--- src/rtl/lamp_bar_ctrl.sv ---
// Two-button lamp bar controller: synchronise, debounce and arbitrate inc/dec keys, drive a thermometer lamp bar.
// Define LAMP_BAR_BEEP_EN to build the wrap-around beep timer; otherwise buzzer is tied low.
module lamp_bar_ctrl #(
    parameter int DEBOUNCE_CYC = 1000000,
    parameter int BEEP_CYC     = 5000000,
    parameter int LAMPS        = 8
) (
    input  logic             clk,
    input  logic             rst_n,
    input  logic             key_inc_n,
    input  logic             key_dec_n,
    output logic [LAMPS-1:0] lamp,
    output logic [3:0]       level,
    output logic             click,
    output logic             buzzer
);
    localparam int             DW      = (DEBOUNCE_CYC > 2) ? $clog2(DEBOUNCE_CYC) : 1;
    // The IDLE->COUNT cycle already saw the key low, so COUNT fires one count early.
    localparam logic [DW-1:0]  DB_LAST = DW'(DEBOUNCE_CYC - 2);
    localparam logic [3:0]     LVL_MAX = 4'(LAMPS);

    typedef enum logic [1:0] {IDLE, COUNT, HELD} db_state_t;

    function automatic logic [LAMPS-1:0] thermo(input logic [3:0] lvl);
        logic [LAMPS-1:0] t;
        for (int i = 0; i < LAMPS; i++) begin
            t[i] = (4'(i) < lvl);
        end
        return t;
    endfunction

    logic [1:0] key_n;
    logic [1:0] sync_p0;
    logic [1:0] sync_p1;
    logic [1:0] press;

    assign key_n = {key_dec_n, key_inc_n};

    // Stage p0/p1: two-flop synchroniser, bit 0 = inc, bit 1 = dec
    always_ff @(posedge clk or negedge rst_n) begin
        if (!rst_n) begin
            sync_p0 <= 2'b11;
            sync_p1 <= 2'b11;
        end else begin
            sync_p0 <= key_n;
            sync_p1 <= sync_p0;
        end
    end

    for (genvar k = 0; k < 2; k++) begin : g_db
        db_state_t     state;
        db_state_t     state_nxt;
        logic [DW-1:0] cnt;

        always_ff @(posedge clk or negedge rst_n) begin
            if (!rst_n) begin
                state <= IDLE;
            end else begin
                state <= state_nxt;
            end
        end

        always_ff @(posedge clk or negedge rst_n) begin
            if (!rst_n) begin
                cnt <= '0;
            end else if (state == IDLE) begin
                cnt <= '0;
            end else if (state == COUNT && cnt != DB_LAST) begin
                cnt <= cnt + 1'b1;
            end
        end

        always_comb begin
            state_nxt = state;
            case (state)
                IDLE:    if (!sync_p1[k]) state_nxt = COUNT;
                COUNT:   if (sync_p1[k]) state_nxt = IDLE;
                         else if (cnt == DB_LAST) state_nxt = HELD;
                HELD:    if (sync_p1[k]) state_nxt = IDLE;
                default: state_nxt = IDLE;
            endcase
        end

        assign press[k] = (state == COUNT) && !sync_p1[k] && (cnt == DB_LAST);
    end

    logic       do_inc;
    logic       do_dec;
    logic       wrap;
    logic       changed;
    logic [3:0] level_nxt;

    always_comb begin
        do_inc    = press[0] & ~press[1];
        do_dec    = press[1] & ~press[0];
        level_nxt = level;
        wrap      = 1'b0;
        changed   = 1'b0;
        if (do_inc) begin
            changed = 1'b1;
            if (level == LVL_MAX) begin
                level_nxt = '0;
                wrap      = 1'b1;
            end else begin
                level_nxt = level + 4'd1;
            end
        end else if (do_dec && level != 4'd0) begin
            changed   = 1'b1;
            level_nxt = level - 4'd1;
        end
    end

    // Output stage: level, lamp and click registered together
    always_ff @(posedge clk or negedge rst_n) begin
        if (!rst_n) begin
            level <= '0;
            lamp  <= '0;
            click <= 1'b0;
        end else begin
            level <= level_nxt;
            lamp  <= thermo(level_nxt);
            click <= changed;
        end
    end

`ifdef LAMP_BAR_BEEP_EN
    localparam int BW = (BEEP_CYC > 1) ? $clog2(BEEP_CYC) : 1;
    logic [BW-1:0] beep_cnt;

    // beep_cnt holds the cycles remaining after the current one; a wrap reloads it
    always_ff @(posedge clk or negedge rst_n) begin
        if (!rst_n) begin
            beep_cnt <= '0;
            buzzer   <= 1'b0;
        end else if (wrap) begin
            beep_cnt <= BW'(BEEP_CYC - 1);
            buzzer   <= 1'b1;
        end else if (beep_cnt != '0) begin
            beep_cnt <= beep_cnt - 1'b1;
        end else begin
            buzzer   <= 1'b0;
        end
    end
`else
    logic unused_wrap;
    assign unused_wrap = wrap;
    assign buzzer      = 1'b0;
`endif

endmodule

--- config.mk ---
export PLATFORM = sky130hd
export DESIGN_NAME = lamp_bar_ctrl
export DESIGN_NICKNAME = d
export VERILOG_FILES = /design/src/rtl/lamp_bar_ctrl.sv
export SDC_FILE = /design/constraint.sdc
export NUM_CORES = 1
export LEC_CHECK = 0
export BUFFER_PORTS_ARGS = -buffer_cell sky130_fd_sc_hd__buf_4
export CAP_MARGIN = 10
export CORE_AREA = 2 2 76 78
export CTS_CLUSTER_SIZE = 30
export DETAILED_ROUTE_END_ITERATION = 12
export DIE_AREA = 0 0 78 80
export PLACE_DENSITY = 0.77
export SETUP_SLACK_MARGIN = 0.3
export SLEW_MARGIN = 20
export SYNTH_ARGS = -nofsm -noshare
export SYNTH_HDL_FRONTEND = slang
export SYNTH_SLANG_ARGS = --single-unit
--- constraint.sdc ---
create_clock -name clk -period 2.8 [get_ports clk]
set_input_delay 0 -clock clk [delete_from_list [all_inputs] [get_ports clk]]
set_output_delay 0 -clock clk [all_outputs]
set_load 0.02 [all_outputs]
==> summary.md <==
| Metric | Value |
|---|---|
| Die area | `~6200 um^2` |
| Slew margin rel. | `between 50% and 60%` |
| Seq/Total Area, Yosys | `47.5%` |
| Post-Synthesis Cells | `~330` |
| Synth Flop Type | `dfrtp_1` |
| H-tree Lvls | `3` |
| Largest family of logic cells by synthesized area | `simple AND/OR/NAND/NOR gates` |
| Synthesized area | `roughly 3200 um^2` |
| Syn Nets | `344` |
| Antenna Nets Post-Route | `0` |
| First DRT Iteration DRCs | `~170` |
| Nets | `between 300 and 400` |
| Layout cells sized above 1 | `between 10% and 20%` |
| Mux cell area share after synthesis | `under 10%` |
| Drt wl/cell | `15.2 um` |
| Avg Inst Size Synth | `around 9.5 um^2` |
| Synth Area in Compound Gates | `between 10 and 15%` |
| Minimum clock period | `2430 ps` |
| Via count | `2,635` |
| Count of final max-slew check failures | `0` |
| Final Cycle Share | `between 80% and 90%` |
| Placement Cell Area | `approximately 3400 um^2` |
| Vias per cell | `6.00` |
| Crit path to | `lamp[2]` |
| Yosys reg bits | `60` |
| Routed wire length | `between 6000 and 7000 um` |
| Post-Layout Cell Count | `between 400 and 500` |
| Cell taking the most area after synthesis | `dfrtp_1` |
| Top Metal Used | `met4` |
| Die Ht | `~80 um` |
| Post-DP HPWL | `~4500 um` |
| Overflow after GRT | `0` |
| Maximum root-to-sink buffer count | `2` |
| Die width | `approximately 80 um` |
| Initial DRT Pass Iterations | `5` |
| Std cell rows | `27` |
| HP Class | `in -> async` |
| Root Driver | `clkbuf_8` |
| Antenna violations before repair | `0` |
| Yosys cell types | `53` |
| Post-synth EDFFs | `0` |
| CP Data Required Time | `approximately 3000 ps` |
| Clock sink count | `60` |
| Max stage delay on crit path | `roughly 570 ps` |
| Crit path launch type | `flop` |
| Outcome | `complete, no violations` |
| Arrival time worst endpoint | `~2700 ps` |
| Power per cell area | `~460 nW/um^2` |
| Vias in the first global route | `roughly 2,400` |
| Worst Path Buf+Inv | `0` |
| Peak supply drop | `roughly 280 uV` |
| Pleak | `approximately 1.6 nW` |
| Cell Chain, Critical Path | `or4b_4 > or4b_4 > a211oi_4 > o221a_2 > nor3_4 > nor2b_4 > nand2_1` |
| Synth Area in XOR/XNOR | `~1.4%` |
| Top cells by area, synth | `dfrtp_1, nand3_1, nand2_1` |
| Largest net degree at the start of global routing | `61` |
| Reg2reg end | `lamp[2]` |
| R2r worst-path depth | `7` |
| Most numerous cell in the Yosys netlist | `dfrtp_1` |
| Worst-Skew Late Latency | `roughly 340 ps` |
| CTS Buf Count | `9` |
| Setup violators final | `0` |
| CP Class | `reg -> reg` |
| Residual DRC count | `0` |
| CP top delay family | `simple AND/OR/NAND/NOR gates` |
| Yosys warns | `0` |
| Max Cap Viol | `0` |
| R2R Setup Slk | `370 ps` |
| Core area | `about 5400 um^2` |
| Yosys top cell area share | `approximately 44%` |
| Met3 WL | `around 280 um` |
| Simple-gate share of the synthesized area | `29.1%` |
| WL met2 | `3110 um` |
| Post-synthesis adder-cell area fraction | `under 10%` |
| RSZ-0062 raised after global routing | `true` |
| Post-route design area | `around 3600 um^2` |
| Layout Skew | `around 11 ps` |
| N_diodes | `0` |
| Max Fanout on Critical Path | `4` |
| Critical Path End Type | `flop` |
| Total GRT Usage | `~23%` |
| Port Buffer Count | `16` |
| Placed cell count | `417` |
| Slowest-stage cell, CP | `or4b_4` |
| Synth cell count leaders | `dfrtp_1, nand2_1, nand3_1` |
| Fmax | `412 MHz` |
| Post-Route M1 WL | `3150 um` |
| Total Power | `approximately 1.7 mW` |
| WP depth | `7` |
| Final Hold Viols | `0` |
| Worst r2r src | `g_db[1].cnt[8]` |
| Area growth syn-to-layout | `14.5%` |
| Worst-Margin Slew | `749 ps` |
| Critical path launch point | `g_db[1].cnt[8]` |
| Worst-path clk slew | `~60 ps` |
| GP Congestion | `around 0.86` |
| CTS tree | `done` |
| First-pass GRT wire length | `between 10,000 and 15,000 um` |
| Initial Utilization | `around 59%` |
| Cell mode on critical path | `or4b_4` |
| # IOs | `18` |
| Total negative slack | `0 ps` |
| Post-synth ARST share | `100%` |
state kept, by name, indices dropped and copies added (netlist names):
| register | count |
|---|---|
| g_db.cnt | 40 |
| level | 3 |
| sync_p1 | 2 |
| lamp | 8 |
| g_db.state | 4 |
| sync_p0 | 2 |
| click | 1 |
cells in the final DEF (no fill, tap or decap), types with 3 or more instances in the layout:
cell           instances
or4_1                  3
ha_1                   6
o2111ai_1              4
nor2_1                24
nor3_1                 4
dfrtp_2                3
mux2i_1                8
clkbuf_8              11
o211ai_1               9
and3_1                 8
inv_1                 10
dfrtp_1               53
nand2b_1               4
and2_1                 4
nand2_1               38
o21ai_0               24
buf_4                 23
nor4b_1                3
a21oi_1                5
dlygate4sd3_1          3
and4_1                 4
nand3_1               33
nand4_1               10
dfstp_2                4
xor2_1                 4
or2_2                  6
o31ai_1                9
o21ai_2                3
nor2b_1                7
worst reg2reg max path: stages (launching register included):
cell and delay (ps):
dfrtp_1 410, or4b_4 570, or4b_4 530, a211oi_4 240
o221a_2 270, nor3_4 60, nor2b_4 150, nand2_1 70
where the power goes:
group          internal [mW]  switching (mW)  total [mW]
logic                 0.0277          0.0598      0.0875
registers              0.888          0.0207       0.909
clock network          0.362           0.318       0.680
worst min path at each step:
| stage | startpoint | end | slack (ps) | cells past startpoint |
|---|---|---|---|---|
| floorplan | rst_n | click | -300 | 0 |
| global placement | rst_n | lamp[3] | 110 | 1 |
| detailed placement | key_inc_n | sync_p0[0] | 110 | 1 |
| CTS | key_inc_n | sync_p0[0] | 290 | 2 |
| global route | key_inc_n | sync_p0[0] | 310 | 2 |
| finish | rst_n | level[1] | 250 | 2 |
metrics by stage:
| step | utilization [%] | hold WS [ps] | setup WS, ps |
|---|---|---|---|
| final | 67.2 | 251 | 372 |
| after global routing | 67.2 | 308 | 284 |
| after CTS | 66.1 | 294 | 337 |
| after detailed placement | 62.3 | 109 | 276 |
| after global placement | 62.3 | 108 | 314 |
| after floorplan | - | -296 | 440 |
logic make-up after synthesis:
group,after synthesis
AND/OR/NAND/NOR,167
AO/OA/AOI/OAI,68
flip-flops,60
buffers and inverters,19
multiplexers,8
adder cells (fa/ha/maj),6
XOR/XNOR,5
other,1
metal layers:
layer / vias up / global-route usage, %
met5: - / 0
li1: 1295 / -
met4: 0 / 11.4
met3: 14 / 4.30
met1: 1251 / 30.6
met2: 75 / 37.2
what timing repair did:
| action | in CTS | in global routing |
|---|---|---|
| buffers inserted | 0 | 4 |
| endpoints found under the setup margin | 3 | 17 |
| endpoints found under the hold margin | 58 | 0 |
| hold buffers | 3 | 0 |
| gates resized for setup | 1 | 9 |
cell type report:
cell class / instances / area (um^2)
fill: 436 / 1770
multi-input combinational: 255 / 1620
sequential: 60 / 1510
timing repair buffer: 26 / 203
clock buffer: 13 / 159
tap: 72 / 90.1
inverter: 11 / 41.3
clock inverter: 2 / 10.0
Note: power is estimated with default switching activity, not from simulation.
